<file path="config.mk">
export PLATFORM = sky130hd
export DESIGN_NAME = trg_sci_pkt_rx_flat
export DESIGN_NICKNAME = d
export VERILOG_FILES = /design/src/rtl/trg_sci_pkt_rx_if.sv /design/src/rtl/trg_sci_pkt_rx.sv /design/src/flat_wrapper.sv
export SDC_FILE = /design/constraint.sdc
export NUM_CORES = 1
export LEC_CHECK = 0
export CAP_MARGIN = 20
export CORE_UTILIZATION = 45
export CTS_BUF_LIST = sky130_fd_sc_hd__clkbuf_4 sky130_fd_sc_hd__clkbuf_8
export CTS_CLUSTER_SIZE = 24
export DETAILED_ROUTE_END_ITERATION = 8
export DONT_BUFFER_PORTS = 1
export HOLD_SLACK_MARGIN = 0.1
export PLACE_DENSITY = 0.68
export SLEW_MARGIN = 0
export SYNTH_ARGS = -nofsm -noshare
export SYNTH_HDL_FRONTEND = slang
export SYNTH_SLANG_ARGS = --single-unit
</file>
<file path="constraint.sdc">
create_clock -name clk_in -period 3.1 [get_ports clk_in]
set_input_delay 0.62 -clock clk_in [delete_from_list [all_inputs] [get_ports clk_in]]
set_output_delay 0.62 -clock clk_in [all_outputs]
set_load 0.005 [all_outputs]
</file>
<file path="src/rtl/trg_sci_pkt_rx_if.sv">
// Trigger sci-data FIFO read port between the FIFO (master) and the packet receiver (slave).
interface trg_sci_pkt_rx_if;
  logic [7:0] fifo_data_in;
  logic       fifo_empty_in;
  logic       fifo_rd_out;

  modport master (output fifo_data_in, output fifo_empty_in, input fifo_rd_out);
  modport slave  (input fifo_data_in, input fifo_empty_in, output fifo_rd_out);
endinterface

</file>
<file path="src/rtl/trg_sci_pkt_rx.sv">
// Trigger science packet receiver: hunts 0xEB90, captures 20-byte packets, checks CRC-16, decodes fields.
// Optional TRG_SCI_PKT_SEQ_CHECK_EN adds an eff_trg_cnt sequence check (seq_err_out, seq_err_cnt_out).
module trg_sci_pkt_rx #(
  parameter logic [15:0] CRC_POLY    = 16'h1021,
  parameter logic [15:0] CRC_INIT    = 16'hFFFF,
  parameter int unsigned GAP_TIMEOUT = 1024
) (
  input  logic                   clk_in,
  input  logic                   rst_in,
  trg_sci_pkt_rx_if.slave        fifo,
  input  logic                   rx_enb_in,
  output logic                   pkt_valid_out,
  output logic                   crc_err_out,
  output logic                   timeout_err_out,
  output logic [15:0]            logic_grp_sel_out,
  output logic [15:0]            hit_sig_stus_out,
  output logic [15:0]            eff_trg_cnt_out,
  output logic [23:0]            trg_busy_time_out,
  output logic [7:0]             trg_delay_timer_out,
  output logic [15:0]            pkt_ok_cnt_out,
  output logic [15:0]            crc_err_cnt_out
`ifdef TRG_SCI_PKT_SEQ_CHECK_EN
  ,
  output logic                   seq_err_out,
  output logic [15:0]            seq_err_cnt_out
`endif
);

  localparam int unsigned GAP_W  = (GAP_TIMEOUT > 2) ? $clog2(GAP_TIMEOUT) : 1;
  localparam int unsigned BCNT_W = 5;

  typedef enum logic [1:0] {HUNT0, HUNT1, BODY, CHECK} state_t;

  state_t              state, state_nxt;
  logic                rd_d1;
  logic [7:0]          rx_byte;
  logic [BCNT_W-1:0]   byte_cnt;
  logic [GAP_W-1:0]    gap_cnt;
  logic [15:0]         crc_calc;
  logic [15:0]         sh_lgs, sh_hit, sh_eff;
  logic [23:0]         sh_busy;
  logic [7:0]          sh_dly, rx_crc_hi;
  logic                gap_expire_c, last_byte_c, crc_ok_c, in_pkt_c;

  function automatic logic [15:0] crc_byte(input logic [15:0] crc, input logic [7:0] d);
    logic [15:0] c;
    logic        fb;
    c = crc;
    for (int i = 7; i >= 0; i--) begin
      fb = c[15] ^ d[i];
      c  = {c[14:0], 1'b0} ^ (fb ? CRC_POLY : 16'h0000);
    end
    return c;
  endfunction

  assign rx_byte          = fifo.fifo_data_in;
  assign fifo.fifo_rd_out = !rst_in && !fifo.fifo_empty_in && rx_enb_in && (state != CHECK);

  // Next state; a byte landing during CHECK is already the first byte of the next packet.
  always_comb begin
    state_nxt    = state;
    in_pkt_c     = (state == HUNT1) || (state == BODY);
    gap_expire_c = in_pkt_c && !rd_d1 && (gap_cnt == GAP_W'(GAP_TIMEOUT - 1));
    last_byte_c  = (state == BODY) && rd_d1 && (byte_cnt == BCNT_W'(19));
    crc_ok_c     = (crc_calc == {rx_crc_hi, rx_byte});
    case (state)
      HUNT0: if (rd_d1 && rx_byte == 8'hEB) state_nxt = HUNT1;
      HUNT1: begin
        if (rd_d1) begin
          if (rx_byte == 8'h90)      state_nxt = BODY;
          else if (rx_byte != 8'hEB) state_nxt = HUNT0;
        end else if (gap_expire_c) begin
          state_nxt = HUNT0;
        end
      end
      BODY: begin
        if (last_byte_c)       state_nxt = CHECK;
        else if (gap_expire_c) state_nxt = HUNT0;
      end
      CHECK: state_nxt = (rd_d1 && rx_byte == 8'hEB) ? HUNT1 : HUNT0;
      default: state_nxt = HUNT0;
    endcase
  end

  always_ff @(posedge clk_in) begin
    if (rst_in) begin
      state               <= HUNT0;
      rd_d1               <= 1'b0;
      byte_cnt            <= '0;
      gap_cnt             <= '0;
      crc_calc            <= '0;
      sh_lgs              <= '0;
      sh_hit              <= '0;
      sh_eff              <= '0;
      sh_busy             <= '0;
      sh_dly              <= '0;
      rx_crc_hi           <= '0;
      pkt_valid_out       <= 1'b0;
      crc_err_out         <= 1'b0;
      timeout_err_out     <= 1'b0;
      logic_grp_sel_out   <= '0;
      hit_sig_stus_out    <= '0;
      eff_trg_cnt_out     <= '0;
      trg_busy_time_out   <= '0;
      trg_delay_timer_out <= '0;
      pkt_ok_cnt_out      <= '0;
      crc_err_cnt_out     <= '0;
    end else begin
      state           <= state_nxt;
      rd_d1           <= fifo.fifo_rd_out;
      pkt_valid_out   <= 1'b0;
      crc_err_out     <= 1'b0;
      timeout_err_out <= gap_expire_c;

      if (gap_expire_c || rd_d1 || !in_pkt_c) gap_cnt <= '0;
      else                                    gap_cnt <= gap_cnt + GAP_W'(1);

      if (state == HUNT1 && rd_d1 && rx_byte == 8'h90) begin
        byte_cnt <= BCNT_W'(2);
        crc_calc <= CRC_INIT;
      end

      // Body bytes: CRC over 2..17, stage only the bytes that carry fields or the CRC.
      if (state == BODY && rd_d1) begin
        byte_cnt <= byte_cnt + BCNT_W'(1);
        if (byte_cnt <= BCNT_W'(17)) crc_calc <= crc_byte(crc_calc, rx_byte);
        case (byte_cnt)
          BCNT_W'(4):  sh_lgs[15:8]   <= rx_byte;
          BCNT_W'(5):  sh_lgs[7:0]    <= rx_byte;
          BCNT_W'(6):  sh_hit[15:8]   <= rx_byte;
          BCNT_W'(7):  sh_hit[7:0]    <= rx_byte;
          BCNT_W'(10): sh_eff[15:8]   <= rx_byte;
          BCNT_W'(11): sh_eff[7:0]    <= rx_byte;
          BCNT_W'(12): sh_busy[23:16] <= rx_byte;
          BCNT_W'(13): sh_busy[15:8]  <= rx_byte;
          BCNT_W'(14): sh_busy[7:0]   <= rx_byte;
          BCNT_W'(15): sh_dly         <= rx_byte;
          BCNT_W'(18): rx_crc_hi      <= rx_byte;
          default: ;
        endcase
      end

      if (last_byte_c) begin
        if (crc_ok_c) begin
          pkt_valid_out       <= 1'b1;
          logic_grp_sel_out   <= sh_lgs;
          hit_sig_stus_out    <= sh_hit;
          eff_trg_cnt_out     <= sh_eff;
          trg_busy_time_out   <= sh_busy;
          trg_delay_timer_out <= sh_dly;
          if (pkt_ok_cnt_out != 16'hFFFF) pkt_ok_cnt_out <= pkt_ok_cnt_out + 16'd1;
        end else begin
          crc_err_out <= 1'b1;
          if (crc_err_cnt_out != 16'hFFFF) crc_err_cnt_out <= crc_err_cnt_out + 16'd1;
        end
      end
    end
  end

`ifdef TRG_SCI_PKT_SEQ_CHECK_EN
  logic [15:0] prev_eff;
  logic        have_prev;

  // Sequence check against the previous good packet; first good packet after reset only seeds it.
  always_ff @(posedge clk_in) begin
    if (rst_in) begin
      prev_eff        <= '0;
      have_prev       <= 1'b0;
      seq_err_out     <= 1'b0;
      seq_err_cnt_out <= '0;
    end else begin
      seq_err_out <= 1'b0;
      if (last_byte_c && crc_ok_c) begin
        prev_eff  <= sh_eff;
        have_prev <= 1'b1;
        if (have_prev && sh_eff != prev_eff + 16'd1) begin
          seq_err_out <= 1'b1;
          if (seq_err_cnt_out != 16'hFFFF) seq_err_cnt_out <= seq_err_cnt_out + 16'd1;
        end
      end
    end
  end
`endif

endmodule

</file>
<file path="src/flat_wrapper.sv">
// flat-port wrapper written by rule: the top's interface ports become plain ports
module trg_sci_pkt_rx_flat 
#(
  parameter logic [15:0] CRC_POLY    = 16'h1021,
  parameter logic [15:0] CRC_INIT    = 16'hFFFF,
  parameter int unsigned GAP_TIMEOUT = 1024
)
  (clk_in, rst_in, rx_enb_in, pkt_valid_out, crc_err_out, timeout_err_out, logic_grp_sel_out, hit_sig_stus_out, eff_trg_cnt_out, trg_busy_time_out, trg_delay_timer_out, pkt_ok_cnt_out, crc_err_cnt_out, fifo_fifo_data_in, fifo_fifo_empty_in, fifo_fifo_rd_out);
  trg_sci_pkt_rx_if fifo_i ();
  input  logic clk_in;
  input  logic rst_in;
  input  logic rx_enb_in;
  output logic pkt_valid_out;
  output logic crc_err_out;
  output logic timeout_err_out;
  output logic [15:0] logic_grp_sel_out;
  output logic [15:0] hit_sig_stus_out;
  output logic [15:0] eff_trg_cnt_out;
  output logic [23:0] trg_busy_time_out;
  output logic [7:0] trg_delay_timer_out;
  output logic [15:0] pkt_ok_cnt_out;
  output logic [15:0] crc_err_cnt_out;
  input wire logic [$bits(fifo_i.fifo_data_in)-1:0] fifo_fifo_data_in;
  input wire logic [$bits(fifo_i.fifo_empty_in)-1:0] fifo_fifo_empty_in;
  output wire logic [$bits(fifo_i.fifo_rd_out)-1:0] fifo_fifo_rd_out;
  assign fifo_i.fifo_data_in = fifo_fifo_data_in;
  assign fifo_i.fifo_empty_in = fifo_fifo_empty_in;
  assign fifo_fifo_rd_out = fifo_i.fifo_rd_out;
  trg_sci_pkt_rx #(.CRC_POLY(CRC_POLY), .CRC_INIT(CRC_INIT), .GAP_TIMEOUT(GAP_TIMEOUT)) u_core (.clk_in(clk_in), .rst_in(rst_in), .fifo(fifo_i), .rx_enb_in(rx_enb_in), .pkt_valid_out(pkt_valid_out), .crc_err_out(crc_err_out), .timeout_err_out(timeout_err_out), .logic_grp_sel_out(logic_grp_sel_out), .hit_sig_stus_out(hit_sig_stus_out), .eff_trg_cnt_out(eff_trg_cnt_out), .trg_busy_time_out(trg_busy_time_out), .trg_delay_timer_out(trg_delay_timer_out), .pkt_ok_cnt_out(pkt_ok_cnt_out), .crc_err_cnt_out(crc_err_cnt_out));
endmodule
</file>
* After elaboration in Yosys (flattened, before gate mapping)
Cells that the tools add are included.
Cells by class: add/subtract/negate cells 4, magnitude comparators 1, eq/ne operators 25, mux-type cells 23, bitwise gates (word level) 18, reduce and logical (&&, ||, !) cells 36
Operator list (count):
- 16-bit bitwise XOR | 8
- 13-bit 2-to-1 mux | 8
- 16-bit 2-to-1 mux | 3
- 16-bit by 1-bit adder with 16-bit output, second input constant | 2
- 16-bit != test, second input constant | 2
- 5-bit by 4-bit == test with 1-bit output, second input constant | 6
- 2-bit AND reduction | 13
- 5-bit by 3-bit == test with 1-bit output, second input constant | 4
- 16-bit == test | 1
- 8-bit == test, second input constant | 2
- 2-bit 2-to-1 mux | 6
- 10-bit by 1-bit adder with 10-bit output, second input constant | 1
- 10-bit == test, second input constant | 1
- 5-bit == test, second input constant | 2
- 1-bit logical AND | 10
- 5-bit 2-to-1 mux | 2
- 8-bit != test, second input constant | 1
- 2-bit one-hot mux with 4 select lines | 1
- 1-bit bitwise XOR | 8
- 3-bit AND reduction | 2
- 5-bit by 1-bit adder with 5-bit output, second input constant | 1
- 5-bit <= comparator, second input constant | 1
- 2-bit == test, second input constant | 2
- 1-bit zero test | 4
- other kinds (10) | 16
Storage, ports and cells: flip-flop bits (word level) 237, input bits 12, word-level logic and storage cells 133

* Longest topological paths before layout
depth after elaboration 26, gate-level depth with buffers 10, gate-level depth less buffers 7

* Least setup slack after synthesis
No wires, ideal clock.
path type input to register, start input port fifo_fifo_data_in[4], end register u_core.trg_delay_timer_out[2], library setup time 0.071 ns, data arrival time 2.514 ns, data required time 3.029 ns, slack 0.515 ns, stages 9, buffers on the path 4, path through clkbuf_1 -> xor2_1 -> nor4_1 -> and4_1 -> clkbuf_1 -> clkbuf_1 -> buf_2 -> nand3_1 -> a21oi_1
Between the ends: word-level cells in the longest chain between the ends 2
Ends and longest elaborated chain:
- from (decl) | line flat_wrapper.sv:23 | input wire logic [$bits(fifo_i.fifo_data_in)-1:0] fifo_fifo_data_in;
- 16-bit == test | line trg_sci_pkt_rx.sv:65 | crc_ok_c = (crc_calc == {rx_crc_hi, rx_byte});
- 2-bit AND reduction (no source line)
- to (signal assigned) | line trg_sci_pkt_rx.sv:150 | trg_delay_timer_out <= sh_dly;
- to (decl) | line trg_sci_pkt_rx.sv:19 | output logic [7:0] trg_delay_timer_out,
Every way passes these cells. A chain may end at the register's enable or synchronous reset.

* Final worst setup path
start register u_core.state[0], end register u_core.crc_err_cnt_out[15]
Between the ends: word-level cells in the longest chain between the ends 4
Ends and longest elaborated chain:
- from (decl) | line trg_sci_pkt_rx.sv:34 | state_t state, state_nxt;
- from (signal assigned) | line trg_sci_pkt_rx.sv:109 | state <= state_nxt;
- 2-bit == test | line trg_sci_pkt_rx.sv:64 | last_byte_c = (state == BODY) && rd_d1 && (byte_cnt == BCNT_W'(19));
- 1-bit logical AND (2 in series) | line trg_sci_pkt_rx.sv:64
- 3-bit AND reduction (no source line)
- to (signal assigned) | line trg_sci_pkt_rx.sv:154 | if (crc_err_cnt_out != 16'hFFFF) crc_err_cnt_out <= crc_err_cnt_out + 16'd1;
- to (decl) | line trg_sci_pkt_rx.sv:21 | output logic [15:0] crc_err_cnt_out
Every way passes these cells.

==> flow_summary_export.csv <==
group,metric,value,unit
die,floorplan.die.width,150.7,µm
critical_path,critical_path_required,3.52,ns
die,die_area,0.02272,mm²
power_and_ir_drop,switchingPower,1.287,mW
layout,register_area,0.004745,mm²
layout,area_delta_synth_final,8.824,%
synth,postSynthCellCount,1153,
synth,muxShareOfSynthArea,0.08346,
placement,placed_cells_incl_taps,1342,
power_and_ir_drop,cellPowerDensity,542.4,mW/mm²
global_route,first_global_vias,7316,
clock_tree,clk_latency,0.54,ns
sta,grt_setup_unrepaired,"false",
critical_path,path_buf_inv,1,
sta,final.hold.worst_slack,0.1813,ns
power_and_ir_drop,cellInternalPower,4.589,mW
global_route,grt_start_max_net_pins,239,
clock_tree,tritoncts,"built",
route,final_antenna_net_count,0,
synth,proportion_of_synthesized_chip_area_in_sequential_cells,0.4766,
critical_path,crit_path_cell_trace,"inv_1, ha_1, nand3_1, or2_2, or4b_1, nor4b_2, mux2_1",
critical_path,timing.critical_path.slowest_cell_delay,0.69,ns
sta,skew,0.01650,ns
route,detailedRoute.firstIterationViolations,447,
clock_tree,total_clock_buffers_created_by_cts,41,
synth,mappedNetlistNets,1177,
sta,worst_slew_pin_slew,0.7052,ns
die,die_height,150.7,µm
clock_tree,htree_levels,2,
route,wirelength,24940,µm
synth,mappedNetlistArea,0.009955,mm²
layout,finalNonFillerCells,1407,
sta,timing.final.max_slew_violations,0,
layout,multi_input_comb_area,0.004765,mm²
power_and_ir_drop,worst_ir_drop_vdd,0.3556,mV
layout,layout.filler_cells,2065,
synth,synth.distinct_cells,44,
power_and_ir_drop,share_comb_of_total_power,0.014,
synth,yosysWarnings,0,
critical_path,critical_path.endpoint_type,"flip-flop",
run,cap_viol_max_count,0,
power_and_ir_drop,p_clk_frac,0.466,
synth,mean_syn_cell_area,8.634,µm²
power_and_ir_drop,p_sw_frac,0.2190,
synth,synthXorXnorAreaFrac,0.04223,
synth,synth-adder-area-share,0.01508,
synth,largest_family_of_logic_cells_by_synthesized_area,"simple AND/OR/NAND/NOR gates",
synth,ys_ff_latch,237,
power_and_ir_drop,register_share_of_total_power,0.520,
layout,final_cell_mix,"sky130_fd_sc_hd__dfxtp_1 (237), sky130_fd_sc_hd__a21oi_1 (128), sky130_fd_sc_hd__nand3_1 (122)",
die,core.rowCount,54,
synth,synth-edff-count,0,
clock_tree,cts_hold_buffers,0,
global_route,groute.layer.met3.usage,0.06061,
clock_tree,post-cts-setup-buffers,0,
sta,max_freq,358.7,MHz
placement,port_buffers,0,
layout,final_common_cell,"sky130_fd_sc_hd__dfxtp_1",
critical_path,worst_path_slowest_cell,"sky130_fd_sc_hd__or4b_1",
global_route,wire_length_of_the_first_global_routing_pass,38810,µm
global_route,use_met1,0.2884,
layout,num-nets-final,1129,
layout,layout-drive-gt1-share,0.07808,
synth,area_fraction_in_and_or_nand_and_nor_cells_after_synthesis,0.1997,
die,ioPinCount,128,
critical_path,timing.setup.critical_path_class,"flip-flop to flip-flop",
clock_tree,clk_path_buf_depth,3,
sta,finalHoldViolations,0,
global_route,grt_antenna_before_repair,0,
synth,async_reset_ff_frac,0,
sta,finalSetupViolCount,0,
critical_path,cpLargestDelayFamily,"simple AND/OR/NAND/NOR gates",
die,initial_standard_cell_utilization_of_the_core,0.4576,
worst_hold_path,hold_path_class,"input pin to flip-flop",
run_status,result_of_the_run,"finished, final reports clean",
route,drt_drc_violations_left,0,
placement,globalplace.congestion,0.8248,
sta,worst_slew_margin_rel,0.5299,
layout,antennaDiodeCount,0,
route,initial_drt_pass_iterations,5,
synth,synthesized_area_fraction_occupied_by_ao_oa_aoi_and_oai_cells,0.1360,
clock_tree,cts.root.buffer_cell,"sky130_fd_sc_hd__clkbuf_8",
critical_path,critPathArrivalTime,3.21,ns
sta,finalCriticalPeriod,2.788,ns
power_and_ir_drop,cellLeakagePower,3.893,nW
route,avgRoutedWirePerCell,17.72,µm
clock_tree,clkTransAtPathRegs,0.06,ns
global_route,busiest_layer,"met2",
synth,yosys_most_used_dff,"sky130_fd_sc_hd__dfxtp_1",
sta,smallest_setup_slack_after_layout,0.3121,ns
clock_tree,post_cts_resized,0,
route,avgViaCountPerCell,5.753,
sta,fin_setup_tns,0,ns
critical_path,startpoint_type,"flip-flop",
global_route,grt_util_all_layers,0.2143,
die,coreArea,0.02176,mm²
global_route,gr-usage-met2,0.3314,
placement,preCtsSetupSlack,0.3195,ns
critical_path,crit_path_max_fanout,9,
clock_tree,clock_sinks,237,
global_route,grt_remaining_overflow,0,
placement,dp.final_hpwl,14730,µm
route,num_vias,8095,
sta,final.period_utilization,0.8993,
[stage by stage]
step | area, µm² | power, mW | utilization
final | 10830 | 5.876 | 0.4979
after global routing | 10830 | 6.106 | 0.4979
after CTS | 10830 | 5.950 | 0.4979
after detailed placement | 10060 | 3.203 | 0.4625
after global placement | 10060 | 3.202 | 0.4625
after floorplan | 9955 | 3.249 | -
[routing by layer]
metal	vias up	part of all wire	wire, µm
met3	34	0.079	1958
li1	3952	-	-
met2	220	0.45	11320
met4	0	0.014	357
met5	-	0	0
met1	3889	0.45	11300
[synth_stat cells, types with 2 or more instances]
cell type	instances	area, µm²
sky130_fd_sc_hd__a211oi_1	8	60.06
sky130_fd_sc_hd__a21oi_1	128	640.6
sky130_fd_sc_hd__and2_1	3	18.77
sky130_fd_sc_hd__and3_1	5	31.28
sky130_fd_sc_hd__and4_1	3	26.28
sky130_fd_sc_hd__buf_1	6	22.52
sky130_fd_sc_hd__buf_2	4	20.02
sky130_fd_sc_hd__clkbuf_1	94	352.8
sky130_fd_sc_hd__dfxtp_1	237	4745
sky130_fd_sc_hd__ha_1	12	150.1
sky130_fd_sc_hd__inv_1	14	52.55
sky130_fd_sc_hd__mux2_1	8	90.09
sky130_fd_sc_hd__mux2i_1	74	740.7
sky130_fd_sc_hd__nand2_1	45	168.9
sky130_fd_sc_hd__nand3_1	122	610.6
sky130_fd_sc_hd__nand4_1	12	75.07
sky130_fd_sc_hd__nand4b_1	2	17.52
sky130_fd_sc_hd__nor2_1	119	446.7
sky130_fd_sc_hd__nor2b_1	10	62.56
sky130_fd_sc_hd__nor3_1	31	155.2
sky130_fd_sc_hd__nor4_1	10	62.56
sky130_fd_sc_hd__nor4b_1	4	35.03
sky130_fd_sc_hd__o21ai_0	79	395.4
sky130_fd_sc_hd__o21ai_1	12	60.06
sky130_fd_sc_hd__o31ai_1	20	150.1
sky130_fd_sc_hd__o41ai_1	2	17.52
sky130_fd_sc_hd__or3_1	4	25.02
sky130_fd_sc_hd__or4_1	22	165.2
sky130_fd_sc_hd__or4b_1	2	20.02
sky130_fd_sc_hd__xnor2_1	22	192.7
sky130_fd_sc_hd__xor2_1	26	227.7
[flip-flops by register name (all words and copies together), names as in the netlist]
| signal | cells |
|---|---|
| u_core.eff_trg_cnt_out | 16 |
| u_core.hit_sig_stus_out | 16 |
| u_core.trg_delay_timer_out | 8 |
| u_core.pkt_valid_out | 1 |
| u_core.sh_eff | 16 |
| u_core.trg_busy_time_out | 24 |
| u_core.crc_calc | 16 |
| u_core.gap_cnt | 10 |
| u_core.timeout_err_out | 1 |
| u_core.sh_busy | 24 |
| u_core.rd_d1 | 1 |
| u_core.crc_err_cnt_out | 16 |
| u_core.pkt_ok_cnt_out | 16 |
| u_core.crc_err_out | 1 |
| u_core.sh_lgs | 16 |
| u_core.sh_dly | 8 |
| u_core.rx_crc_hi | 8 |
| u_core.sh_hit | 16 |
| u_core.state | 2 |
| u_core.logic_grp_sel_out | 16 |
| u_core.byte_cnt | 5 |
[cell families after synthesis]
| logic type | Yosys count |
|---|---|
| XOR/XNOR | 48 |
| flip-flops | 237 |
| AND/OR/NAND/NOR | 401 |
| buffers and inverters | 120 |
| multiplexers | 82 |
| AO/OA/AOI/OAI | 253 |
| adder cells (fa/ha/maj) | 12 |
[worst paths after layout]
check	depth (start not counted)	slack, ns	to	start
worst min-delay path	1	0.18	u_core.trg_delay_timer_out[7]$_SDFFE_PP0P_	rst_in
worst max-delay path	7	0.31	u_core.crc_err_cnt_out[15]$_SDFFE_PP0P_	u_core.state[0]$_SDFFE_PP0P_
worst max register to register	7	0.31	u_core.crc_err_cnt_out[15]$_SDFFE_PP0P_	u_core.state[0]$_SDFFE_PP0P_
worst min register to register	2	0.46	u_core.sh_lgs[14]$_SDFFE_PP0P_	u_core.sh_lgs[14]$_SDFFE_PP0P_
[power groups by stage]
| stage | registers [mW] | logic (mW) | clock network, mW |
|---|---|---|---|
| 5_1_grt | 3.05 | 0.0936 | 2.96 |
| 2_1_floorplan | 3.12 | 0.130 | 0 |
| 4_1_cts | 3.05 | 0.0847 | 2.81 |
| 3_5_place_dp | 3.12 | 0.0841 | 0 |
| 6_report | 3.05 | 0.0848 | 2.74 |
| 3_3_place_gp | 3.12 | 0.0827 | 0 |
[layout make-up]
class | count | area share
multi-input combinational | 796 | 0.4398
timing repair buffer | 15 | 0.01386
sequential | 237 | 0.4380
tap | 280 | 0.03234
clock buffer | 53 | 0.06214
clock inverter | 12 | 0.009009
inverter | 14 | 0.004851
[worst register-to-register path: cells and delay by family (launching register included)]
kind / cells / cell delay [ns]
adder cells (fa/ha/maj): 1 / 0.31
buffers and inverters: 1 / 0.11
AND/OR/NAND/NOR: 4 / 1.58
multiplexers: 1 / 0.33
flip-flops: 1 / 0.33
No activity file was read; power rests on OpenSTA's default activity.
